==> src/rtl/lsu_pkg.sv <==
// Shared definitions for the load/store unit: funct3 encodings, FSM state
// encoding, the captured-request payload and the access legality check.
package lsu_pkg;

  localparam logic [2:0] F3_B  = 3'b000;
  localparam logic [2:0] F3_H  = 3'b001;
  localparam logic [2:0] F3_W  = 3'b010;
  localparam logic [2:0] F3_BU = 3'b100;
  localparam logic [2:0] F3_HU = 3'b101;

  typedef enum logic [2:0] {
    IDLE   = 3'd0,
    LOAD   = 3'd1,
    RMW_RD = 3'd2,
    WRITE  = 3'd3,
    RESP   = 3'd4
  } state_e;

  // Only the request fields still needed after acceptance are kept.
  typedef struct packed {
    logic [2:0]  funct3;
    logic [1:0]  off;
    logic [15:0] wdata_lo;
  } req_t;

  // Illegal funct3 for the direction, or a misaligned half/word access.
  function automatic logic access_err(input logic store, input logic [2:0] funct3,
                                      input logic [1:0] off);
    logic legal;
    logic misal;
    legal = store ? (funct3 inside {F3_B, F3_H, F3_W})
                  : (funct3 inside {F3_B, F3_H, F3_W, F3_BU, F3_HU});
    misal = ((funct3[1:0] == 2'b01) && off[0]) || ((funct3 == F3_W) && (off != 2'b00));
    return !legal || misal;
  endfunction

endpackage

==> src/rtl/load_store_unit_if.sv <==
// Request/response handshake between the execute stage (master) and the
// load/store unit (slave).
interface load_store_unit_if;
  logic        req_valid;
  logic        req_ready;
  logic        req_store;
  logic [2:0]  req_funct3;
  logic [31:0] req_addr;
  logic [31:0] req_wdata;
  logic        rsp_valid;
  logic        rsp_err;
  logic [31:0] rsp_data;

  modport master (
    output req_valid, req_store, req_funct3, req_addr, req_wdata,
    input  req_ready, rsp_valid, rsp_err, rsp_data
  );

  modport slave (
    input  req_valid, req_store, req_funct3, req_addr, req_wdata,
    output req_ready, rsp_valid, rsp_err, rsp_data
  );
endinterface

==> src/rtl/lsu_lane_align.sv <==
// Byte-lane steering for the load/store unit.
//   word_i      : word read from memory
//   wdata_i     : low 16 bits of store data
//   off_i       : byte offset within the word
//   funct3_i    : access size / extension
//   ld_word_c_o : extracted and extended load result
//   st_word_c_o : word_i with the addressed byte/half replaced by store data
module lsu_lane_align
  import lsu_pkg::*;
(
  input  logic [31:0] word_i,
  input  logic [15:0] wdata_i,
  input  logic [1:0]  off_i,
  input  logic [2:0]  funct3_i,
  output logic [31:0] ld_word_c_o,
  output logic [31:0] st_word_c_o
);

  logic [7:0]  byte_c;
  logic [15:0] half_c;

  // Load extract and extend.
  always_comb begin
    byte_c = word_i[{off_i, 3'b000} +: 8];
    half_c = off_i[1] ? word_i[31:16] : word_i[15:0];
    case (funct3_i)
      F3_B:    ld_word_c_o = {{24{byte_c[7]}}, byte_c};
      F3_BU:   ld_word_c_o = {24'b0, byte_c};
      F3_H:    ld_word_c_o = {{16{half_c[15]}}, half_c};
      F3_HU:   ld_word_c_o = {16'b0, half_c};
      default: ld_word_c_o = word_i;
    endcase
  end

  // Store merge for the read-modify-write path.
  always_comb begin
    st_word_c_o = word_i;
    case (funct3_i)
      F3_B: st_word_c_o[{off_i, 3'b000} +: 8] = wdata_i[7:0];
      F3_H: begin
        if (off_i[1]) st_word_c_o[31:16] = wdata_i;
        else          st_word_c_o[15:0]  = wdata_i;
      end
      default: st_word_c_o = word_i;
    endcase
  end

endmodule

==> src/rtl/load_store_unit.sv <==
// RV32I load/store unit in front of a word-addressed data memory.
//   clk, rst   : clock, asynchronous active-low reset
//   lsu        : request/response handshake (slave side)
//   mem_addr   : word index, 0 when no memory access
//   mem_w_data : write word, 0 when no write
//   mem_r_ctrl : read enable (LOAD, RMW_RD)
//   mem_w_ctrl : write enable (WRITE)
//   mem_r_data : combinational read word
module load_store_unit
  import lsu_pkg::*;
#(
  parameter  int unsigned register_count = 32,
  parameter  int unsigned data_length    = 32,
  localparam int unsigned ADDR_W         = $clog2(register_count)
) (
  input  logic              clk,
  input  logic              rst,
  load_store_unit_if.slave  lsu,
  output logic [ADDR_W-1:0] mem_addr,
  output logic [31:0]       mem_w_data,
  output logic              mem_r_ctrl,
  output logic              mem_w_ctrl,
  input  logic [31:0]       mem_r_data
);

  localparam int unsigned MEM_BYTES = 4 * register_count;

  if (data_length != 32) begin : g_width_check
    $error("load_store_unit: data_length must be 32");
  end

  state_e            state_q, state_d;
  req_t              req_q, req_d;
  logic              req_ready_q, req_ready_d;
  logic              rsp_valid_q, rsp_valid_d;
  logic              rsp_err_q, rsp_err_d;
  logic [31:0]       rsp_data_q, rsp_data_d;
  logic              mem_r_q, mem_r_d;
  logic              mem_w_q, mem_w_d;
  logic [ADDR_W-1:0] mem_addr_q, mem_addr_d;
  logic [31:0]       mem_w_data_q, mem_w_data_d;
  logic              accept_c;
  logic              err_c;
  logic [31:0]       ld_word_c;
  logic [31:0]       st_word_c;

  lsu_lane_align u_align (
    .word_i      (mem_r_data),
    .wdata_i     (req_q.wdata_lo),
    .off_i       (req_q.off),
    .funct3_i    (req_q.funct3),
    .ld_word_c_o (ld_word_c),
    .st_word_c_o (st_word_c)
  );

  // Next state and next registered outputs; outputs are decoded from state_d
  // so each one is a flop that is valid during the state it belongs to.
  always_comb begin
    state_d  = state_q;
    req_d    = req_q;
    accept_c = lsu.req_valid && req_ready_q;
    err_c    = access_err(lsu.req_store, lsu.req_funct3, lsu.req_addr[1:0]) ||
               (lsu.req_addr >= MEM_BYTES);

    case (state_q)
      IDLE: begin
        if (accept_c) begin
          req_d = '{funct3: lsu.req_funct3, off: lsu.req_addr[1:0],
                    wdata_lo: lsu.req_wdata[15:0]};
          if (err_c)                        state_d = RESP;
          else if (!lsu.req_store)          state_d = LOAD;
          else if (lsu.req_funct3 == F3_W)  state_d = WRITE;
          else                              state_d = RMW_RD;
        end
      end
      LOAD:    state_d = RESP;
      RMW_RD:  state_d = WRITE;
      WRITE:   state_d = RESP;
      RESP:    state_d = IDLE;
      default: state_d = IDLE;
    endcase

    mem_r_d = (state_d == LOAD) || (state_d == RMW_RD);
    mem_w_d = (state_d == WRITE);

    // The word index comes from the bus on acceptance and is then held.
    mem_addr_d = '0;
    if (mem_r_d || mem_w_d)
      mem_addr_d = (state_q == IDLE) ? lsu.req_addr[ADDR_W+1:2] : mem_addr_q;

    // SW writes the bus data directly; SB/SH write the merged read word.
    mem_w_data_d = '0;
    if (mem_w_d)
      mem_w_data_d = (state_q == RMW_RD) ? st_word_c : lsu.req_wdata;

    rsp_valid_d = (state_d == RESP);
    rsp_err_d   = (state_q == IDLE) && accept_c && err_c;
    rsp_data_d  = (state_q == LOAD) ? ld_word_c : '0;
    req_ready_d = (state_d == IDLE);
  end

  // State and output registers.
  always_ff @(posedge clk or negedge rst) begin
    if (!rst) begin
      state_q      <= IDLE;
      req_q        <= '0;
      req_ready_q  <= 1'b0;
      rsp_valid_q  <= 1'b0;
      rsp_err_q    <= 1'b0;
      rsp_data_q   <= '0;
      mem_r_q      <= 1'b0;
      mem_w_q      <= 1'b0;
      mem_addr_q   <= '0;
      mem_w_data_q <= '0;
    end else begin
      state_q      <= state_d;
      req_q        <= req_d;
      req_ready_q  <= req_ready_d;
      rsp_valid_q  <= rsp_valid_d;
      rsp_err_q    <= rsp_err_d;
      rsp_data_q   <= rsp_data_d;
      mem_r_q      <= mem_r_d;
      mem_w_q      <= mem_w_d;
      mem_addr_q   <= mem_addr_d;
      mem_w_data_q <= mem_w_data_d;
    end
  end

  assign lsu.req_ready = req_ready_q;
  assign lsu.rsp_valid = rsp_valid_q;
  assign lsu.rsp_err   = rsp_err_q;
  assign lsu.rsp_data  = rsp_data_q;
  assign mem_r_ctrl    = mem_r_q;
  assign mem_w_ctrl    = mem_w_q;
  assign mem_addr      = mem_addr_q;
  assign mem_w_data    = mem_w_data_q;

endmodule

==> src/flat_wrapper.sv <==
// flat-port wrapper written by rule: the top's interface ports become plain ports
module load_store_unit_flat import lsu_pkg::*;
#(
  parameter  int unsigned register_count = 32,
  parameter  int unsigned data_length    = 32,
  localparam int unsigned ADDR_W         = $clog2(register_count)
)
  (clk, rst, mem_addr, mem_w_data, mem_r_ctrl, mem_w_ctrl, mem_r_data, lsu_req_valid, lsu_req_store, lsu_req_funct3, lsu_req_addr, lsu_req_wdata, lsu_req_ready, lsu_rsp_valid, lsu_rsp_err, lsu_rsp_data);
  load_store_unit_if lsu_i ();
  input  logic clk;
  input  logic rst;
  output logic [ADDR_W-1:0] mem_addr;
  output logic [31:0] mem_w_data;
  output logic mem_r_ctrl;
  output logic mem_w_ctrl;
  input  logic [31:0] mem_r_data;
  input wire logic [$bits(lsu_i.req_valid)-1:0] lsu_req_valid;
  input wire logic [$bits(lsu_i.req_store)-1:0] lsu_req_store;
  input wire logic [$bits(lsu_i.req_funct3)-1:0] lsu_req_funct3;
  input wire logic [$bits(lsu_i.req_addr)-1:0] lsu_req_addr;
  input wire logic [$bits(lsu_i.req_wdata)-1:0] lsu_req_wdata;
  output wire logic [$bits(lsu_i.req_ready)-1:0] lsu_req_ready;
  output wire logic [$bits(lsu_i.rsp_valid)-1:0] lsu_rsp_valid;
  output wire logic [$bits(lsu_i.rsp_err)-1:0] lsu_rsp_err;
  output wire logic [$bits(lsu_i.rsp_data)-1:0] lsu_rsp_data;
  assign lsu_i.req_valid = lsu_req_valid;
  assign lsu_i.req_store = lsu_req_store;
  assign lsu_i.req_funct3 = lsu_req_funct3;
  assign lsu_i.req_addr = lsu_req_addr;
  assign lsu_i.req_wdata = lsu_req_wdata;
  assign lsu_req_ready = lsu_i.req_ready;
  assign lsu_rsp_valid = lsu_i.rsp_valid;
  assign lsu_rsp_err = lsu_i.rsp_err;
  assign lsu_rsp_data = lsu_i.rsp_data;
  load_store_unit #(.register_count(register_count), .data_length(data_length)) u_core (.clk(clk), .rst(rst), .lsu(lsu_i), .mem_addr(mem_addr), .mem_w_data(mem_w_data), .mem_r_ctrl(mem_r_ctrl), .mem_w_ctrl(mem_w_ctrl), .mem_r_data(mem_r_data));
endmodule
==> config.mk <==
export PLATFORM = sky130hd
export DESIGN_NAME = load_store_unit_flat
export DESIGN_NICKNAME = d
export VERILOG_FILES = /design/src/rtl/lsu_pkg.sv /design/src/rtl/load_store_unit_if.sv /design/src/rtl/lsu_lane_align.sv /design/src/rtl/load_store_unit.sv /design/src/flat_wrapper.sv
export SDC_FILE = /design/constraint.sdc
export NUM_CORES = 1
export LEC_CHECK = 0
export ABC_AREA = 1
export CAP_MARGIN = 25
export CORE_MARGIN = 2
export CORE_UTILIZATION = 43
export DETAILED_ROUTE_END_ITERATION = 16
export PLACE_DENSITY = 0.83
export SLEW_MARGIN = 10
export SYNTH_ARGS = -nofsm -noshare
export SYNTH_HDL_FRONTEND = slang
export SYNTH_SLANG_ARGS = --single-unit
export TNS_END_PERCENT = 10
==> constraint.sdc <==
create_clock -name clk -period 2.2 [get_ports clk]
set_input_delay 0.22 -clock clk [delete_from_list [all_inputs] [get_ports clk]]
set_output_delay 0.22 -clock clk [all_outputs]
set_load 0.1 [all_outputs]
==> insert_results.sql, run 1 <==
INSERT INTO impl_metrics (metric_group, metric, value, unit) VALUES
('synthesis', 'netlist_instances', '759', ''),
('layout', 'antenna_cells_inserted', '0', ''),
('clock_tree', 'clock_tree.htree_level_count', '3', ''),
('worst_setup_path', 'cp_data_required_time', '2.42', 'ns'),
('global_routing', 'vias_in_the_first_global_route', '5909', ''),
('die', 'die-area', '14300', 'µm²'),
('clock_tree', 'clock_insertion_delay_worst_skew', '0.34', 'ns'),
('die', 'die_w', '120', 'µm'),
('route', 'drt-pass1-iter-count', '6', ''),
('route', 'drc', '0', ''),
('global_routing', 'gr-usage-all-layers', '26.6', '%'),
('synthesis', 'synthAdderAreaFrac', '1.09', '%'),
('route', 'ant_nets', '0', ''),
('worst_setup_path', 'path_class', 'register to register', ''),
('die', 'core', '13100', 'µm²'),
('timing', 'final.period_utilization', '96.7', '%'),
('die', 'core.rowCount', '42', ''),
('global_routing', 'globalRoute.totalOverflow', '0', ''),
('die', 'io_pins', '177', ''),
('clock_tree', 'max-clock-path-buffers', '2', ''),
('route', 'drt-vias-per-instance', '5.49', ''),
('worst_setup_path', 'setup.worst_path.end_class', 'register', ''),
('worst_setup_path', 'cells_on_worst_reg2reg_path', '8', ''),
('synthesis', 'synth_largest_area_cell', 'sky130_fd_sc_hd__dfrtp_1', ''),
('clock_tree', 'clk_pin_slew_worst_paths', '0.06', 'ns'),
('synthesis', 'post_synth_xor_area_fraction', '0', '%'),
('worst_setup_path', 'rr_startpoint', 'u_core.req_q[17]$_DFFE_PN0P_', ''),
('timing', 'report.final.slew_viol_count', '0', ''),
('synthesis', 'post_synth_and_or_nand_nor_area_fraction', '22.4', '%'),
('synthesis', 'combinational_family_with_the_most_area_after_synthesis', 'compound AO/OA/AOI/OAI gates', ''),
('route', 'finalWirelength', '18.7', 'mm'),
('layout', 'area_growth_syn_to_layout', '36.1', '%'),
('worst_setup_path', 'critPathLaunchType', 'register', ''),
('synthesis', 'synth-main-ff-cell', 'sky130_fd_sc_hd__dfrtp_1', ''),
('synthesis', 'synth.distinct_cells', '37', ''),
('synthesis', 'yosysMostFrequentCell', 'sky130_fd_sc_hd__nand2_1', ''),
('global_routing', 'grt_pass1_wl', '30.0', 'mm'),
('worst_setup_path', 'setup.reg_to_reg.worst_slack', '0.07', 'ns'),
('synthesis', 'syn_nets', '867', ''),
('worst_setup_path', 'cp-endpoint', 'u_core.lsu.rsp_data[27]$_DFF_PN0_', ''),
('worst_hold_path', 'holdCritPathClass', 'primary input to asynchronous set/reset pin', ''),
('synthesis', 'synth.area.mux_share', '0.522', '%'),
('placed_design', 'placement.io_buffers', '176', ''),
('synthesis', 'post_synth_main_area_contributors', 'sky130_fd_sc_hd__dfrtp_1, sky130_fd_sc_hd__nand2_1, sky130_fd_sc_hd__o21ai_0', ''),
('power', 'finalPower', '0.00644', 'W'),
('clock_tree', 'cts_root_buffer', 'sky130_fd_sc_hd__clkbuf_16', ''),
('die', 'die_height', '120', 'µm'),
('worst_setup_path', 'timing.critical_path.fanout_max', '59', ''),
('worst_setup_path', 'critical_path.reg2reg.endpoint', 'u_core.lsu.rsp_data[27]$_DFF_PN0_', ''),
('worst_setup_path', 'cp.arrival', '2.35', 'ns'),
('timing', 'rsz_0062_raised_after_global_routing', 'false', ''),
('outcome', 'run_status', 'complete, no violations', ''),
('placed_design', 'post-place-ws', '0.0930', 'ns'),
('route', 'vias', '6060', ''),
('synthesis', 'synthTopCellsByCount', 'sky130_fd_sc_hd__nand2_1, sky130_fd_sc_hd__dfrtp_1, sky130_fd_sc_hd__o21ai_0, sky130_fd_sc_hd__a21oi_1, sky130_fd_sc_hd__nor2_1', ''),
('timing', 'setup_viol', '0', ''),
('timing', 'clock-skew-final', '0.00498', 'ns'),
('placed_design', 'dp.final_hpwl', '13.9', 'mm'),
('timing', 'totalNegativeSetupSlack', '0', 'ns'),
('clock_tree', 'cts.sink_count', '98', ''),
('clock_tree', 'post_cts_resized', '0', ''),
('power', 'p_per_area', '821', 'nW/µm²'),
('timing', 'count_of_final_hold_check_violations', '0', ''),
('synthesis', 'synth.cell_area', '5760', 'µm²'),
('timing', 'worst_slew_margin_rel', '60.2', '%'),
('timing', 'timing.final.ws_setup', '0.0722', 'ns'),
('clock_tree', 'tritoncts_buffers', '9', ''),
('synthesis', 'synth_enable_flop_cells', '0', ''),
('layout', 'drive_above_1_share', '16.1', '%'),
('worst_setup_path', 'crit_start', 'u_core.req_q[17]$_DFFE_PN0P_', ''),
('job', 'max-cap-violations', '0', '');
sequential cells by signal, summed over array words and instances (netlist names):
register / flops
u_core.mem_addr: 5
u_core.lsu.rsp_data: 32
u_core.lsu.rsp_err: 1
u_core.req_q: 21
u_core.mem_w_ctrl: 1
u_core.lsu.rsp_valid: 1
u_core.lsu.req_ready: 1
u_core.mem_r_ctrl: 1
u_core.state_q: 3
u_core.mem_w_data: 32
final cells by class:
class | instances | area, µm²
multi-input cells | 552 | 2830
inverters | 63 | 239
clock buffers | 13 | 250
fillers | 1179 | 5300
flip-flops and latches | 98 | 2450
repair buffers | 200 | 1810
clock inverters | 2 | 37.5
well taps | 176 | 220
metal layers:
metal / wire [µm] / part of all wire (%) / GRT usage, % / up-vias
met1: 7610 / 41 / 36.0 / 2753
met3: 1730 / 9.2 / 3.90 / 62
met4: 845 / 4.5 / 12.3 / 0
li1: - / - / - / 2895
met5: 0 / 0 / 0 / -
met2: 8520 / 46 / 42.4 / 350
kinds of logic after synthesis:
logic type,Yosys count
flops,98
mux,3
compound gates,252
fa+ha+maj,5
buf+inv,109
simple gates,292
timing repair:
action | in CTS | in global routing
buffers inserted | 0 | 0
endpoints found under the hold margin | 40 | 0
hold buffers | 1 | 0
metrics by stage:
step	instance area (µm²)	std cells	hold WS [ns]	util (%)
global route	7840	1104	0.464	59.7
global placement	7540	1088	0.230	57.4
CTS	7840	1104	0.421	59.7
finish	7840	1104	0.400	59.7
floorplan	5760	759	-0.0756	-
detailed placement	7540	1088	0.237	57.4
power breakdown:
part,internal [W],switching [W],leakage [nW],total [W]
sequential,0.00195,0.000216,1.33,0.00217
clock,0.000908,0.000646,0.136,0.00155
combinational,0.000901,0.00182,2.27,0.00272
how the worst min path moves through the flow:
| stage | endpoint | cells past startpoint |
|---|---|---|
| 6_report | u_core.lsu.rsp_data[9]$_DFF_PN0_ | 2 |
| 5_1_grt | u_core.lsu.rsp_data[25]$_DFF_PN0_ | 2 |
| 4_1_cts | u_core.lsu.rsp_data[9]$_DFF_PN0_ | 2 |
| 3_5_place_dp | u_core.lsu.rsp_data[9]$_DFF_PN0_ | 1 |
| 3_3_place_gp | u_core.lsu.rsp_data[21]$_DFF_PN0_ | 1 |
| 2_1_floorplan | u_core.lsu.req_ready$_DFF_PN0_ | 0 |
worst max-delay path, stage by stage (launching register included):
cell and delay (ns):
sky130_fd_sc_hd__dfrtp_1 0.41, sky130_fd_sc_hd__buf_12 0.21, sky130_fd_sc_hd__o21ai_0 0.50, sky130_fd_sc_hd__nand2_1 0.17
sky130_fd_sc_hd__nand3_2 0.13, sky130_fd_sc_hd__nand2_4 0.09, sky130_fd_sc_hd__o21ai_4 0.24, sky130_fd_sc_hd__buf_12 0.18
sky130_fd_sc_hd__a21oi_2 0.04
layout by cell type, fill, tap and decap left out, types with 6 or more instances in the layout:
master                            Yosys  routed
sky130_fd_sc_hd__a21oi_2             11      11
sky130_fd_sc_hd__o21ai_0             97      97
sky130_fd_sc_hd__clkbuf_16            0       9
sky130_fd_sc_hd__inv_2                8       8
sky130_fd_sc_hd__clkdlybuf4s50_1      0     101
sky130_fd_sc_hd__nand2_1            161     161
sky130_fd_sc_hd__o21ai_1             30      30
sky130_fd_sc_hd__a21oi_1             65      65
sky130_fd_sc_hd__nor2_1              61      60
sky130_fd_sc_hd__dfrtp_1             98      98
sky130_fd_sc_hd__nand3_1             41      41
sky130_fd_sc_hd__buf_4                4      94
sky130_fd_sc_hd__nand4_1              9       9
sky130_fd_sc_hd__o221ai_1             7       7
sky130_fd_sc_hd__inv_1               54      54
sky130_fd_sc_hd__o211ai_1            34      34
sky130_fd_sc_hd__nor2_4               6       6
Power figures use the tool's default switching activity.
==> run 2: changes to the inputs <==
--- a/config.mk
+++ b/config.mk
@@ -7,6 +7,7 @@
 export LEC_CHECK = 0
 export ABC_AREA = 1
 export CAP_MARGIN = 25
+export CORE_ASPECT_RATIO = 1.4
 export CORE_MARGIN = 2
 export CORE_UTILIZATION = 43
 export DETAILED_ROUTE_END_ITERATION = 16
==> insert_results.sql, run 2 (synthesized netlist as in run 1, its figures left out) <==
INSERT INTO impl_metrics (metric_group, metric, value, unit) VALUES
('layout', 'register_area', '2450', 'µm²'),
('timing', 'setup_viol', '0', ''),
('route', 'route.detailed.wl_per_inst', '17.2', 'µm'),
('job', 'max-cap-violations', '0', ''),
('route', 'drt-initial-drc-count', '452', ''),
('timing', 'fmax', '468', 'MHz'),
('die', 'core.rowCount', '50', ''),
('global_routing', 'vias_in_the_first_global_route', '5774', ''),
('placed_design', 'placement.io_buffers', '176', ''),
('die', 'die_w', '102', 'µm'),
('clock_tree', 'cts_root_buffer', 'sky130_fd_sc_hd__clkbuf_16', ''),
('power', 'p_leak', '3.75', 'nW'),
('timing', 'totalNegativeSetupSlack', '0', 'ns'),
('placed_design', 'gpl.final_weighted_congestion', '1.03', ''),
('timing', 'count_of_final_hold_check_violations', '0', ''),
('clock_tree', 'cts.sink_count', '98', ''),
('die', 'initial_utilization', '43.6', '%'),
('timing', 'worst_slew_margin_rel', '57.5', '%'),
('worst_setup_path', 'timing.critical_path.fanout_max', '22', ''),
('route', 'drc', '0', ''),
('worst_setup_path', 'critical_path.reg2reg.endpoint', 'u_core.lsu.rsp_data[18]$_DFF_PN0_', ''),
('route', 'drt-pass1-iter-count', '5', ''),
('clock_tree', 'post-cts-setup-buffers', '0', ''),
('global_routing', 'globalRoute.totalOverflow', '0', ''),
('layout', 'final_core_utilization', '59.6', '%'),
('worst_hold_path', 'holdCritPathClass', 'primary input to asynchronous set/reset pin', ''),
('placed_design', 'dp.final_hpwl', '14.5', 'mm'),
('timing', 'max_slew.worst_pin.slew', '0.630', 'ns'),
('worst_setup_path', 'cp_num_buf_inv', '2', ''),
('die', 'die_height', '141', 'µm'),
('global_routing', 'grt_pass1_wl', '30.0', 'mm'),
('global_routing', 'grt_antenna_before_repair', '0', ''),
('timing', 'clock-skew-final', '0.00559', 'ns'),
('worst_setup_path', 'setup.worst_path.end_class', 'register', ''),
('layout', 'area_growth_syn_to_layout', '36.6', '%'),
('worst_setup_path', 'total_number_of_cells_along_the_worst_setup_path', '8', ''),
('global_routing', 'largest_net_degree_at_the_start_of_global_routing', '50', ''),
('worst_setup_path', 'family_with_the_most_delay_on_the_worst_path', 'compound AO/OA/AOI/OAI gates', ''),
('clock_tree', 'tritoncts_buffers', '9', ''),
('clock_tree', 'post_cts_resized', '0', ''),
('worst_setup_path', 'cp_data_required_time', '2.42', 'ns'),
('power', 'max-vdd-ir-drop', '0.000498', 'V'),
('placed_design', 'post-place-ws', '0.0917', 'ns'),
('clock_tree', 'max-clock-path-buffers', '2', ''),
('worst_setup_path', 'setup.reg_to_reg.worst_slack', '0.06', 'ns'),
('timing', 'timing.final.ws_setup', '0.0610', 'ns'),
('worst_setup_path', 'cp_cell_sequence', 'buf_4 > o21ai_0 > nand2_1 > nand3_2 > nand2_4 > o21ai_4 > buf_4 > a21oi_1', ''),
('route', 'ant_nets', '0', ''),
('route', 'drt-vias-per-instance', '5.42', ''),
('power', 'finalPower', '0.00647', 'W'),
('worst_setup_path', 'cp.arrival', '2.36', 'ns'),
('worst_setup_path', 'path_class', 'register to register', ''),
('worst_setup_path', 'timing.critical_path.mode_cell', 'sky130_fd_sc_hd__buf_4', ''),
('die', 'core', '13200', 'µm²'),
('clock_tree', 'clock_insertion_delay_worst_skew', '0.35', 'ns'),
('die', 'die-area', '14300', 'µm²'),
('clock_tree', 'cts_tree', 'built', ''),
('layout', 'multi_input_comb_area', '2830', 'µm²'),
('worst_setup_path', 'timing.critical_path.slowest_cell_delay', '0.53', 'ns'),
('layout', 'mostFrequentLayoutCells', 'sky130_fd_sc_hd__nand2_1, sky130_fd_sc_hd__clkdlybuf4s50_1, sky130_fd_sc_hd__buf_4, sky130_fd_sc_hd__dfrtp_1, sky130_fd_sc_hd__o21ai_0', ''),
('layout', 'n_fill_cell', '1185', ''),
('worst_setup_path', 'cells_on_worst_reg2reg_path', '8', ''),
('route', 'finalWirelength', '19.1', 'mm'),
('die', 'io_pins', '177', ''),
('layout', 'final_common_cell', 'sky130_fd_sc_hd__nand2_1', ''),
('timing', 'final.period_utilization', '97.2', '%'),
('clock_tree', 'cts_hold_buffers', '1', ''),
('global_routing', 'gr-usage-all-layers', '27.2', '%'),
('layout', 'final_nets', '1034', ''),
('clock_tree', 'clock_tree.htree_level_count', '3', ''),
('route', 'vias', '6027', ''),
('timing', 'timing.final.crit_period', '2.14', 'ns'),
('timing', 'report.final.slew_viol_count', '0', ''),
('worst_setup_path', 'critPathLaunchType', 'register', ''),
('layout', 'antenna_cells_inserted', '0', ''),
('worst_setup_path', 'rr_startpoint', 'u_core.req_q[17]$_DFFE_PN0P_', ''),
('power', 'p_per_area', '822', 'nW/µm²'),
('worst_setup_path', 'critPathSlowestCell', 'sky130_fd_sc_hd__o21ai_0', ''),
('clock_tree', 'clk_pin_slew_worst_paths', '0.07', 'ns'),
('outcome', 'run_status', 'complete, no violations', ''),
('timing', 'rsz_0062_raised_after_global_routing', 'false', ''),
('layout', 'drive_above_1_share', '16.5', '%');
## run 2: changes by cell type in the layout (fill, tap and decap cells not counted)
| cell | previous run | this run |
|---|---|---|
| sky130_fd_sc_hd__buf_12 | 4 | 2 |
| sky130_fd_sc_hd__buf_4 | 94 | 98 |
| sky130_fd_sc_hd__clkbuf_1 | 3 | 1 |
| sky130_fd_sc_hd__clkbuf_8 | 1 | 3 |
| sky130_fd_sc_hd__clkinv_4 | 0 | 1 |
## run 2: worst register-to-register path, cell delays in order, from the launching register on
cell                      delay [ns]
sky130_fd_sc_hd__dfrtp_1        0.39
sky130_fd_sc_hd__buf_4          0.22
sky130_fd_sc_hd__o21ai_0        0.53
sky130_fd_sc_hd__nand2_1        0.17
sky130_fd_sc_hd__nand3_2        0.14
sky130_fd_sc_hd__nand2_4        0.09
sky130_fd_sc_hd__o21ai_4        0.14
sky130_fd_sc_hd__buf_4          0.26
sky130_fd_sc_hd__a21oi_1        0.08
## run 2: where the power goes
part           internal [W]  switching [W]  total (W)
sequential          0.00195       0.000235    0.00218
combinational      0.000870        0.00177    0.00264
clock              0.000977       0.000665    0.00164
total               0.00380        0.00267    0.00647
## run 2: layout make-up
class	count	area share, %
Multi-Input combinational cell	552	36.0
Tap cell	182	2.90
Inverter	63	3.04
Clock inverter	3	0.589
Sequential cell	98	31.2
Clock buffer	13	3.44
Timing Repair Buffer	202	22.8
## run 2: worst max path at each step
stage / from / endpoint / slack, ns
4_1_cts: u_core.req_q[17]$_DFFE_PN0P_ / u_core.lsu.rsp_data[18]$_DFF_PN0_ / 0.15
3_3_place_gp: mem_r_data[15] / u_core.lsu.rsp_data[18]$_DFF_PN0_ / 0.12
3_5_place_dp: mem_r_data[15] / u_core.lsu.rsp_data[18]$_DFF_PN0_ / 0.09
6_report: u_core.req_q[17]$_DFFE_PN0P_ / u_core.lsu.rsp_data[18]$_DFF_PN0_ / 0.06
5_1_grt: u_core.req_q[17]$_DFFE_PN0P_ / u_core.mem_w_data[2]$_DFF_PN0_ / 0.02
2_1_floorplan: u_core.req_q[17]$_DFFE_PN0P_ / u_core.mem_w_data[4]$_DFF_PN0_ / 0.11
## run 2: per-stage QoR
stage	instance area, µm²	hold WS (ns)	std cells
after floorplan	5760	-0.0756	759
after global placement	7540	0.221	1096
after detailed placement	7540	0.227	1096
after CTS	7870	0.406	1113
after global routing	7870	0.429	1113
final	7870	0.380	1113
## run 2: metal layers
| layer | up-vias | track usage, % | part of all wire [%] |
|---|---|---|---|
| met3 | 65 | 5.06 | 7.2 |
| met4 | 0 | 15.2 | 5.7 |
| met1 | 2765 | 33.2 | 38 |
| li1 | 2911 | - | - |
| met2 | 286 | 44.6 | 49 |
| met5 | - | 0 | 0 |
==> run 3: changes to the inputs <==
--- a/config.mk
+++ b/config.mk
@@ -8,7 +8,7 @@
 export ABC_AREA = 1
 export CAP_MARGIN = 25
 export CORE_ASPECT_RATIO = 1.4
-export CORE_MARGIN = 2
+export CORE_MARGIN = 5
 export CORE_UTILIZATION = 43
 export DETAILED_ROUTE_END_ITERATION = 16
 export PLACE_DENSITY = 0.83
==> insert_results.sql, run 3 (synthesized netlist as in run 1, its figures left out) <==
INSERT INTO impl_metrics (metric_group, metric, value, unit) VALUES
('timing', 'max_slew.worst_pin.slew', '0.638', 'ns'),
('power', 'finalPower', '0.00638', 'W'),
('layout', 'final_core_utilization', '59.2', '%'),
('clock_tree', 'cts.sink_count', '98', ''),
('worst_setup_path', 'timing.critical_path.fanout_max', '39', ''),
('global_routing', 'vias_in_the_first_global_route', '5826', ''),
('worst_setup_path', 'critPathLaunchType', 'register', ''),
('layout', 'final_cell_area', '7850', 'µm²'),
('worst_setup_path', 'cp_data_required_time', '2.44', 'ns'),
('global_routing', 'gr-usage-all-layers', '25.1', '%'),
('timing', 'final.period_utilization', '92.1', '%'),
('placed_design', 'dp.final_hpwl', '15.0', 'mm'),
('die', 'die-area', '15800', 'µm²'),
('timing', 'count_of_final_hold_check_violations', '0', ''),
('placed_design', 'placement.io_buffers', '176', ''),
('timing', 'report.final.slew_viol_count', '0', ''),
('worst_setup_path', 'setup.reg_to_reg.worst_slack', '0.17', 'ns'),
('die', 'die_height', '147', 'µm'),
('clock_tree', 'clock_insertion_delay_worst_skew', '0.36', 'ns'),
('clock_tree', 'max-clock-path-buffers', '2', ''),
('route', 'drt-vias-per-instance', '5.39', ''),
('job', 'max-cap-violations', '0', ''),
('route', 'finalWirelength', '19.8', 'mm'),
('global_routing', 'global_route.usage.met3', '5.27', '%'),
('worst_hold_path', 'holdCritPathClass', 'primary input to register', ''),
('layout', 'final_common_cell', 'sky130_fd_sc_hd__nand2_1', ''),
('layout', 'drive_above_1_share', '16.5', '%'),
('clock_tree', 'tritoncts_buffers', '9', ''),
('global_routing', 'globalRoute.totalOverflow', '0', ''),
('clock_tree', 'clock_tree.htree_level_count', '3', ''),
('timing', 'fmax', '493', 'MHz'),
('layout', 'area_growth_syn_to_layout', '36.2', '%'),
('timing', 'clock-skew-final', '0.00968', 'ns'),
('outcome', 'run_status', 'complete, no violations', ''),
('die', 'core', '13300', 'µm²'),
('die', 'initial_utilization', '43.4', '%'),
('route', 'ant_nets', '0', ''),
('timing', 'timing.final.crit_period', '2.03', 'ns'),
('die', 'core.rowCount', '50', ''),
('timing', 'rsz_0062_raised_after_global_routing', 'false', ''),
('route', 'drt-pass1-iter-count', '5', ''),
('route', 'route.detailed.wl_per_inst', '17.8', 'µm'),
('layout', 'antenna_cells_inserted', '0', ''),
('layout', 'final_nets', '1032', ''),
('global_routing', 'gr-usage-met1', '29.8', '%'),
('placed_design', 'gpl.final_weighted_congestion', '0.997', ''),
('timing', 'setup_viol', '0', ''),
('clock_tree', 'cts_root_buffer', 'sky130_fd_sc_hd__clkbuf_16', ''),
('route', 'vias', '5990', ''),
('route', 'drc', '0', ''),
('power', 'max-vdd-ir-drop', '0.000410', 'V'),
('global_routing', 'globalRouteMet2Util', '42.0', '%'),
('timing', 'totalNegativeSetupSlack', '0', 'ns'),
('worst_setup_path', 'cp.arrival', '2.26', 'ns'),
('global_routing', 'grt_antenna_before_repair', '0', ''),
('layout', 'mostFrequentLayoutCells', 'sky130_fd_sc_hd__nand2_1, sky130_fd_sc_hd__clkdlybuf4s50_1, sky130_fd_sc_hd__dfrtp_1, sky130_fd_sc_hd__o21ai_0, sky130_fd_sc_hd__buf_4', ''),
('power', 'p_leak', '3.73', 'nW'),
('die', 'io_pins', '177', ''),
('clock_tree', 'cts_tree', 'built', ''),
('power', 'p_per_area', '813', 'nW/µm²'),
('placed_design', 'detailed_place.area', '7550', 'µm²'),
('global_routing', 'largest_net_degree_at_the_start_of_global_routing', '50', ''),
('global_routing', 'grt.busiest_layer', 'met2', ''),
('worst_setup_path', 'path_class', 'register to register', ''),
('die', 'die_w', '108', 'µm'),
('global_routing', 'grt_pass1_wl', '30.9', 'mm'),
('worst_setup_path', 'setup.worst_path.end_class', 'register', ''),
('timing', 'worst_slew_margin_rel', '57.4', '%'),
('layout', 'n_fill_cell', '1246', ''),
('clock_tree', 'clk_pin_slew_worst_paths', '0.07', 'ns'),
('route', 'drt-initial-drc-count', '562', '');
run 3: repair_timing:
item,CTS,global route
endpoints found under the setup margin,0,11
resized for setup,0,1
setup buffers,0,0
hold buffers,1,0
endpoints found under the hold margin,49,0
run 3: critical path, cell delays in order, from the launching register on:
cell,delay (ns)
sky130_fd_sc_hd__dfrtp_1,0.36
sky130_fd_sc_hd__buf_4,0.34
sky130_fd_sc_hd__ha_1,0.55
sky130_fd_sc_hd__o21ai_0,0.24
sky130_fd_sc_hd__o211ai_1,0.15
sky130_fd_sc_hd__nand3_1,0.11
sky130_fd_sc_hd__o21ai_1,0.09
sky130_fd_sc_hd__nor2_1,0.06
run 3: layout make-up:
| cell class | count | area (µm²) | share of cell area (%) |
|---|---|---|---|
| flip-flops and latches | 98 | 2450 | 31.3 |
| inverters | 63 | 239 | 3.05 |
| well taps | 182 | 228 | 2.90 |
| multi-input cells | 552 | 2830 | 36.1 |
| clock buffers | 9 | 225 | 2.87 |
| repair buffers | 200 | 1810 | 23.0 |
| clock inverters | 7 | 61.3 | 0.781 |
run 3: layer usage:
layer  wire length, µm  part of all wire (%)  vias to the layer above
met2              9750                    49                      313
met3              1700                   8.6                       65
met5                 0                     0                        -
li1                  -                     -                     2892
met1              7150                    36                     2720
met4              1160                   5.9                        0
run 3: final timing paths:
| kind | start | endpoint | cells past startpoint |
|---|---|---|---|
| min | lsu_req_wdata[3] | u_core.req_q[3]$_DFFE_PN0P_ | 3 |
| min in group asynchronous | rst | u_core.req_q[11]$_DFFE_PN0P_ | 3 |
| max reg2reg | u_core.req_q[16]$_DFFE_PN0P_ | u_core.mem_w_data[26]$_DFF_PN0_ | 7 |
| min reg2reg | u_core.state_q[2]$_DFF_PN0_ | u_core.lsu.rsp_valid$_DFF_PN0_ | 1 |
| max in group asynchronous | rst | u_core.req_q[19]$_DFFE_PN0P_ | 3 |
| max | u_core.req_q[16]$_DFFE_PN0P_ | u_core.mem_w_data[26]$_DFF_PN0_ | 7 |
run 3: metrics by stage:
| stage | setup slack, ns | std cells | hold WS (ns) |
|---|---|---|---|
| after floorplan | 0.107 | 759 | -0.0756 |
| after global placement | 0.0701 | 1094 | 0.349 |
| after detailed placement | 0.0126 | 1094 | 0.357 |
| after CTS | 0.0546 | 1111 | 0.422 |
| after global routing | 0.0454 | 1111 | 0.449 |
| final | 0.173 | 1111 | 0.424 |
run 3: report_power, final:
part	switching (W)	internal (W)	total [W]
combinational	0.00179	0.000882	0.00267
sequential	0.000238	0.00195	0.00219
clock	0.000735	0.000786	0.00152
total	0.00277	0.00362	0.00638
==> variant 1, RTL diff (flow settings as in run 3) <==
Re-encode `state_e` (5 states) as one-hot, 5 bits wide.
--- a/src/rtl/lsu_pkg.sv
+++ b/src/rtl/lsu_pkg.sv
@@ -8,12 +8,12 @@
   localparam logic [2:0] F3_BU = 3'b100;
   localparam logic [2:0] F3_HU = 3'b101;
 
-  typedef enum logic [2:0] {
-    IDLE   = 3'd0,
-    LOAD   = 3'd1,
-    RMW_RD = 3'd2,
-    WRITE  = 3'd3,
-    RESP   = 3'd4
+  typedef enum logic [4:0] {
+    IDLE   = 5'b00001,
+    LOAD   = 5'b00010,
+    RMW_RD = 5'b00100,
+    WRITE  = 5'b01000,
+    RESP   = 5'b10000
   } state_e;
 
   // Only the request fields still needed after acceptance are kept.
Behaviour: no difference found for any inputs over 10 cycles, from zero or initial values and one cycle with rst low; not proved beyond that.
==> variant 1 against run 3 <==
Maximum frequency increased by 3.4%. Total power increased by 11%. Cell area decreased by 2.2%. Largest power group unchanged. First-iteration DRC count increased by 3.4%. Global-route usage decreased by 1.8 points. Area after synthesis decreased by 3.7%. Clock power increased by 13%. Die area decreased by 3.4%. Critical path depth unchanged. Worst setup slack improved by 0.067 ns. Critical path type unchanged. Worst hold slack got worse by 0.097 ns. Sequential cell count increased by 2. Clock skew decreased by 0.0014 ns. Wire length decreased by 9.4%. Highest routed layer unchanged.
==> variant 1: results (changes against run 3) <==
[placement]
place_hpwl_mm = 13.9  ; was 15.0 mm
placed_area_mm2 = 0.00734  ; was 0.00755 mm2
dpl_worst_slack_ns = 0.106  ; was 0.0126 ns
gp_congestion = 0.950  ; was 0.997
dp.cells = 1019  ; was 1094

[worst_setup_path]
rrSetupSlack_ns = 0.24  ; was 0.17 ns
arrival_ns = 2.18  ; was 2.26 ns
r2r_end = u_core.mem_w_data[24]$_DFF_PN0_  ; was u_core.mem_w_data[26]$_DFF_PN0_

[logic_synthesis]
synth_area_leaders = dfrtp_1 45%, nand2_1 9.7%, o21ai_0 8.6%, nor2_1 4.3%, inv_1 4.1%  ; was dfrtp_1 43%, nand2_1 10%, o21ai_0 8.4%, a21oi_1 5.6%, o211ai_1 4.4%
synth_nets = 809  ; was 867
synthCells = 701  ; was 759
synth_compound_area_share_pct = 21.9  ; was 25.1%
synthTopCellsByCount = 144 x nand2_1, 99 x dfrtp_1, 95 x o21ai_0, 63 x nor2_1, 60 x inv_1  ; was 161 x nand2_1, 98 x dfrtp_1, 97 x o21ai_0, 65 x a21oi_1, 61 x nor2_1
ys_types = 42  ; was 37
synth_top_family_by_area = simple AND/OR/NAND/NOR gates  ; was compound AO/OA/AOI/OAI gates

[global_routing]
track_usage_pct = 23.2  ; was 25.1%
grt_pass1_wl_mm = 28.2  ; was 30.9 mm
first_global_vias = 5577  ; was 5826

[timing]
skew_ns = 0.00826  ; was 0.00968 ns
max_slew_margin_pct = 61.6  ; was 57.4%
max_freq_mhz = 510  ; was 493 MHz
finalHoldWorstSlack_ns = 0.327  ; was 0.424 ns

[status]
status = completed  ; unchanged

[final_layout]
layout-drive-gt1-share_pct = 16.6  ; was 16.5%
finalNonFillerCells = 1036  ; was 1111
final_nets = 986  ; was 1032

[power]
seqPwrFrac_pct = 32.3  ; was 34.3%
power_mw = 7.08  ; was 6.38 mW
pg_clk_mw = 1.72  ; was 1.52 mW
switchingPower_mw = 3.02  ; was 2.77 mW

[hold_path]
hp-class = input port to asynchronous set/reset pin  ; was input port to flip-flop

[detailed_routing]
first_pass_iters = 6  ; was 5

==> variant 1: changes by cell type after synthesis, moves of 6 or more <==
cell,change
buf_2,-15
a21oi_1,-21
o211ai_1,-16
nand2_1,-17
o31ai_1,+6
o21ai_1,-25
nand3_1,-6
nand4_1,+8
o2111ai_1,+10
inv_1,+6
==> variant 1: kinds of logic after synthesis <==
family,count (synthesis)
compound gates,205
mux,6
buf+inv,104
fa+ha+maj,5
flops,100
simple gates,281
==> variant 1: worst max-delay path by stage <==
stage,cells past startpoint,from,endpoint
after floorplan,11,u_core.req_q[17]$_DFFE_PN0P_,u_core.mem_w_data[0]$_DFF_PN0_
after global placement,11,lsu_req_addr[28],u_core.mem_w_data[18]$_DFF_PN0_
after detailed placement,9,lsu_req_addr[0],u_core.mem_w_data[1]$_DFF_PN0_
after CTS,7,u_core.req_q[16]$_DFFE_PN0P_,u_core.mem_w_data[25]$_DFF_PN0_
after global routing,7,u_core.req_q[16]$_DFFE_PN0P_,u_core.mem_w_data[25]$_DFF_PN0_
final,7,u_core.req_q[16]$_DFFE_PN0P_,u_core.mem_w_data[24]$_DFF_PN0_
==> variant 1: critical path, stage by stage, from the launching register on <==
cell	delay, ns
dfrtp_1	0.34
buf_4	0.32
ha_1	0.52
o21ai_0	0.22
o211ai_1	0.13
o2111ai_1	0.14
o21ai_0	0.11
nor2_1	0.05
==> variant 1: final cells by class <==
cell class / instances / area, um2
tap: 153 / 191
multi-input combinational: 497 / 2580
fill: 1153 / 5080
inverter: 65 / 246
sequential: 100 / 2500
timing repair buffer: 205 / 1820
clock inverter: 7 / 96.3
clock buffer: 9 / 225
==> variant 1: per-layer routing <==
layer  GRT usage (%)  vias up  wire, um
li1                -     2745         -
met1            26.0     2665      6510
met2            41.7      321      9030
met3            6.07       57      1620
met4            10.5        0       751
met5               0        -         0
==> variant 2, RTL diff (settings of run 3) <==
Without the edit above. `register_count` is set to 32 in 2 places; all go to 16.
--- a/src/rtl/load_store_unit.sv
+++ b/src/rtl/load_store_unit.sv
@@ -9,7 +9,7 @@
 module load_store_unit
   import lsu_pkg::*;
 #(
-  parameter  int unsigned register_count = 32,
+  parameter  int unsigned register_count = 16,
   parameter  int unsigned data_length    = 32,
   localparam int unsigned ADDR_W         = $clog2(register_count)
 ) (
--- a/src/flat_wrapper.sv
+++ b/src/flat_wrapper.sv
@@ -1,7 +1,7 @@
 // flat-port wrapper written by rule: the top's interface ports become plain ports
 module load_store_unit_flat import lsu_pkg::*;
 #(
-  parameter  int unsigned register_count = 32,
+  parameter  int unsigned register_count = 16,
   parameter  int unsigned data_length    = 32,
   localparam int unsigned ADDR_W         = $clog2(register_count)
 )
Ports: changed (resized mem_addr); port bits go from 177 to 176. The function was not compared with the original's and may differ.
==> variant 2 against run 3 <==
Wire length is 13% lower. Non-clock buffer count down 4. Total power decreased by 5.9%. Clock power increased by 13%. Worst setup slack better by 0.022 ns. Cell area decreased by 5.9%. Area after synthesis decreased by 8.5%. Sequential cell count is 1 lower.
==> variant 2: results (changes against run 3) <==
[placement]
dpl_worst_slack_ns = 0.177  ; was 0.0126 ns
place_hpwl_mm = 13.3  ; was 15.0 mm
io_buffers = 175  ; was 176
gp_congestion = 1.01  ; was 0.997
placed_area_mm2 = 0.00704  ; was 0.00755 mm2

[logic_synthesis]
ys_seq_area_share_pct = 46.0  ; was 42.6%
synth_area_leaders = dfrtp_1 46%, nand2_1 8.8%, o21ai_0 7.2%, nor2_1 4.6%, a21oi_1 4.5%  ; was dfrtp_1 43%, nand2_1 10%, o21ai_0 8.4%, a21oi_1 5.6%, o211ai_1 4.4%
synthTopCellsByCount = 123 x nand2_1, 97 x dfrtp_1, 76 x o21ai_0, 64 x nor2_1  ; was 161 x nand2_1, 98 x dfrtp_1, 97 x o21ai_0, 65 x a21oi_1, 61 x nor2_1
synth_nets = 759  ; was 867
ys_types = 43  ; was 37

[final_layout]
layout-drive-gt1-share_pct = 17.2  ; was 16.5%
final_nets = 934  ; was 1032
fillers = 1099  ; was 1246

[timing]
skew_ns = 0.00755  ; was 0.00968 ns

[detailed_routing]
viasPerCell = 5.53  ; was 5.39
drtIter0Drc = 476  ; was 562
avgRoutedWirePerCell_um = 17.5  ; was 17.8 um

[status]
status = completed  ; unchanged

[worst_setup_path]
crit_slowest_cell = dfrtp_1  ; was ha_1
cp_max_fo = 10  ; was 39
arrival_ns = 2.29  ; was 2.26 ns
crit_family = simple AND/OR/NAND/NOR gates  ; was adder cells

[global_routing]
grt_max_degree = 51  ; was 50
first_global_vias = 5385  ; was 5826
grt_pass1_wl_mm = 26.9  ; was 30.9 mm
track_usage_pct = 23.1  ; was 25.1%

[power]
ir_drop_mv = 0.414  ; was 0.410 mV
leakage_nw = 3.51  ; was 3.73 nW

[hold_path]
hp-class = input port to asynchronous set/reset pin  ; was input port to flip-flop

[variant 2: cell types whose count changed after synthesis, moves of 9 or more]
cell      delta
o211ai_1     -9
o21ai_0     -21
nand2_1     -38
o21ai_1     -19
a21oi_1     -18
buf_2       -12
[variant 2: final timing paths]
kind                                              startpoint                                to  slack (ns)  cells after the start
worst max-delay path            u_core.req_q[17]$_DFFE_PN0P_    u_core.mem_w_data[7]$_DFF_PN0_        0.20                     10
worst min-delay path                                     rst  u_core.lsu.rsp_data[2]$_DFF_PN0_        0.33                      2
max in group asynchronous                                rst   u_core.mem_w_data[30]$_DFF_PN0_        1.27                      3
worst max register to register  u_core.req_q[17]$_DFFE_PN0P_    u_core.mem_w_data[7]$_DFF_PN0_        0.20                     10
worst min register to register  u_core.req_q[15]$_DFFE_PN0P_      u_core.req_q[15]$_DFFE_PN0P_        0.52                      2
min in group clk                            lsu_req_wdata[0]       u_core.req_q[0]$_DFFE_PN0P_        0.44                      3
[variant 2: layout make-up]
class / count / area [um2] / area share [%]
Inverter: 55 / 216 / 2.93
Multi-Input combinational cell: 467 / 2470 / 33.5
Clock buffer: 9 / 225 / 3.05
Clock inverter: 7 / 103 / 1.39
Sequential cell: 97 / 2430 / 32.9
Timing Repair Buffer: 196 / 1750 / 23.7
Tap cell: 150 / 188 / 2.54
[variant 2: kinds of logic (layout without fill, tap and decap cells)]
| group | Yosys count | in the layout | share of synthesized area, % |
|---|---|---|---|
| compound gates | 201 | 201 | 23.2 |
| fa+ha+maj | 5 | 5 | 1.19 |
| buf+inv | 87 | 267 | 7.10 |
| flops | 97 | 97 | 46.0 |
| mux | 3 | 3 | 0.570 |
| simple gates | 258 | 258 | 21.9 |
[variant 2: through the flow]
| step | instances | hold WS [ns] | util [%] |
|---|---|---|---|
| 4_1_cts | 981 | 0.347 | 60.5 |
| 6_report | 981 | 0.334 | 60.6 |
| 2_1_floorplan | 651 | -0.0756 | - |
| 3_3_place_gp | 964 | 0.166 | 57.8 |
| 5_1_grt | 981 | 0.386 | 60.6 |
| 3_5_place_dp | 964 | 0.175 | 57.8 |
[variant 2: report_power, final]
part,total (mW),internal (mW),switching (mW)
clock network,1.72,1.01,0.714
logic,2.16,0.714,1.44
registers,2.13,1.93,0.199
[variant 2: routing by layer]
metal	vias up	part of all wire [%]	GRT usage [%]
met5	-	0	0
met3	52	9.1	5.68
met1	2497	35	26.1
met2	308	52	40.9
li1	2566	-	-
met4	0	3.9	10.1
[variant 2: timing repair]
action | 4_1_cts | 5_1_grt
setup endpoints to repair | 0 | 7
endpoints found under the hold margin | 28 | 0
hold buffers | 1 | 0
buffers inserted | 0 | 0
resized for setup | 0 | 1
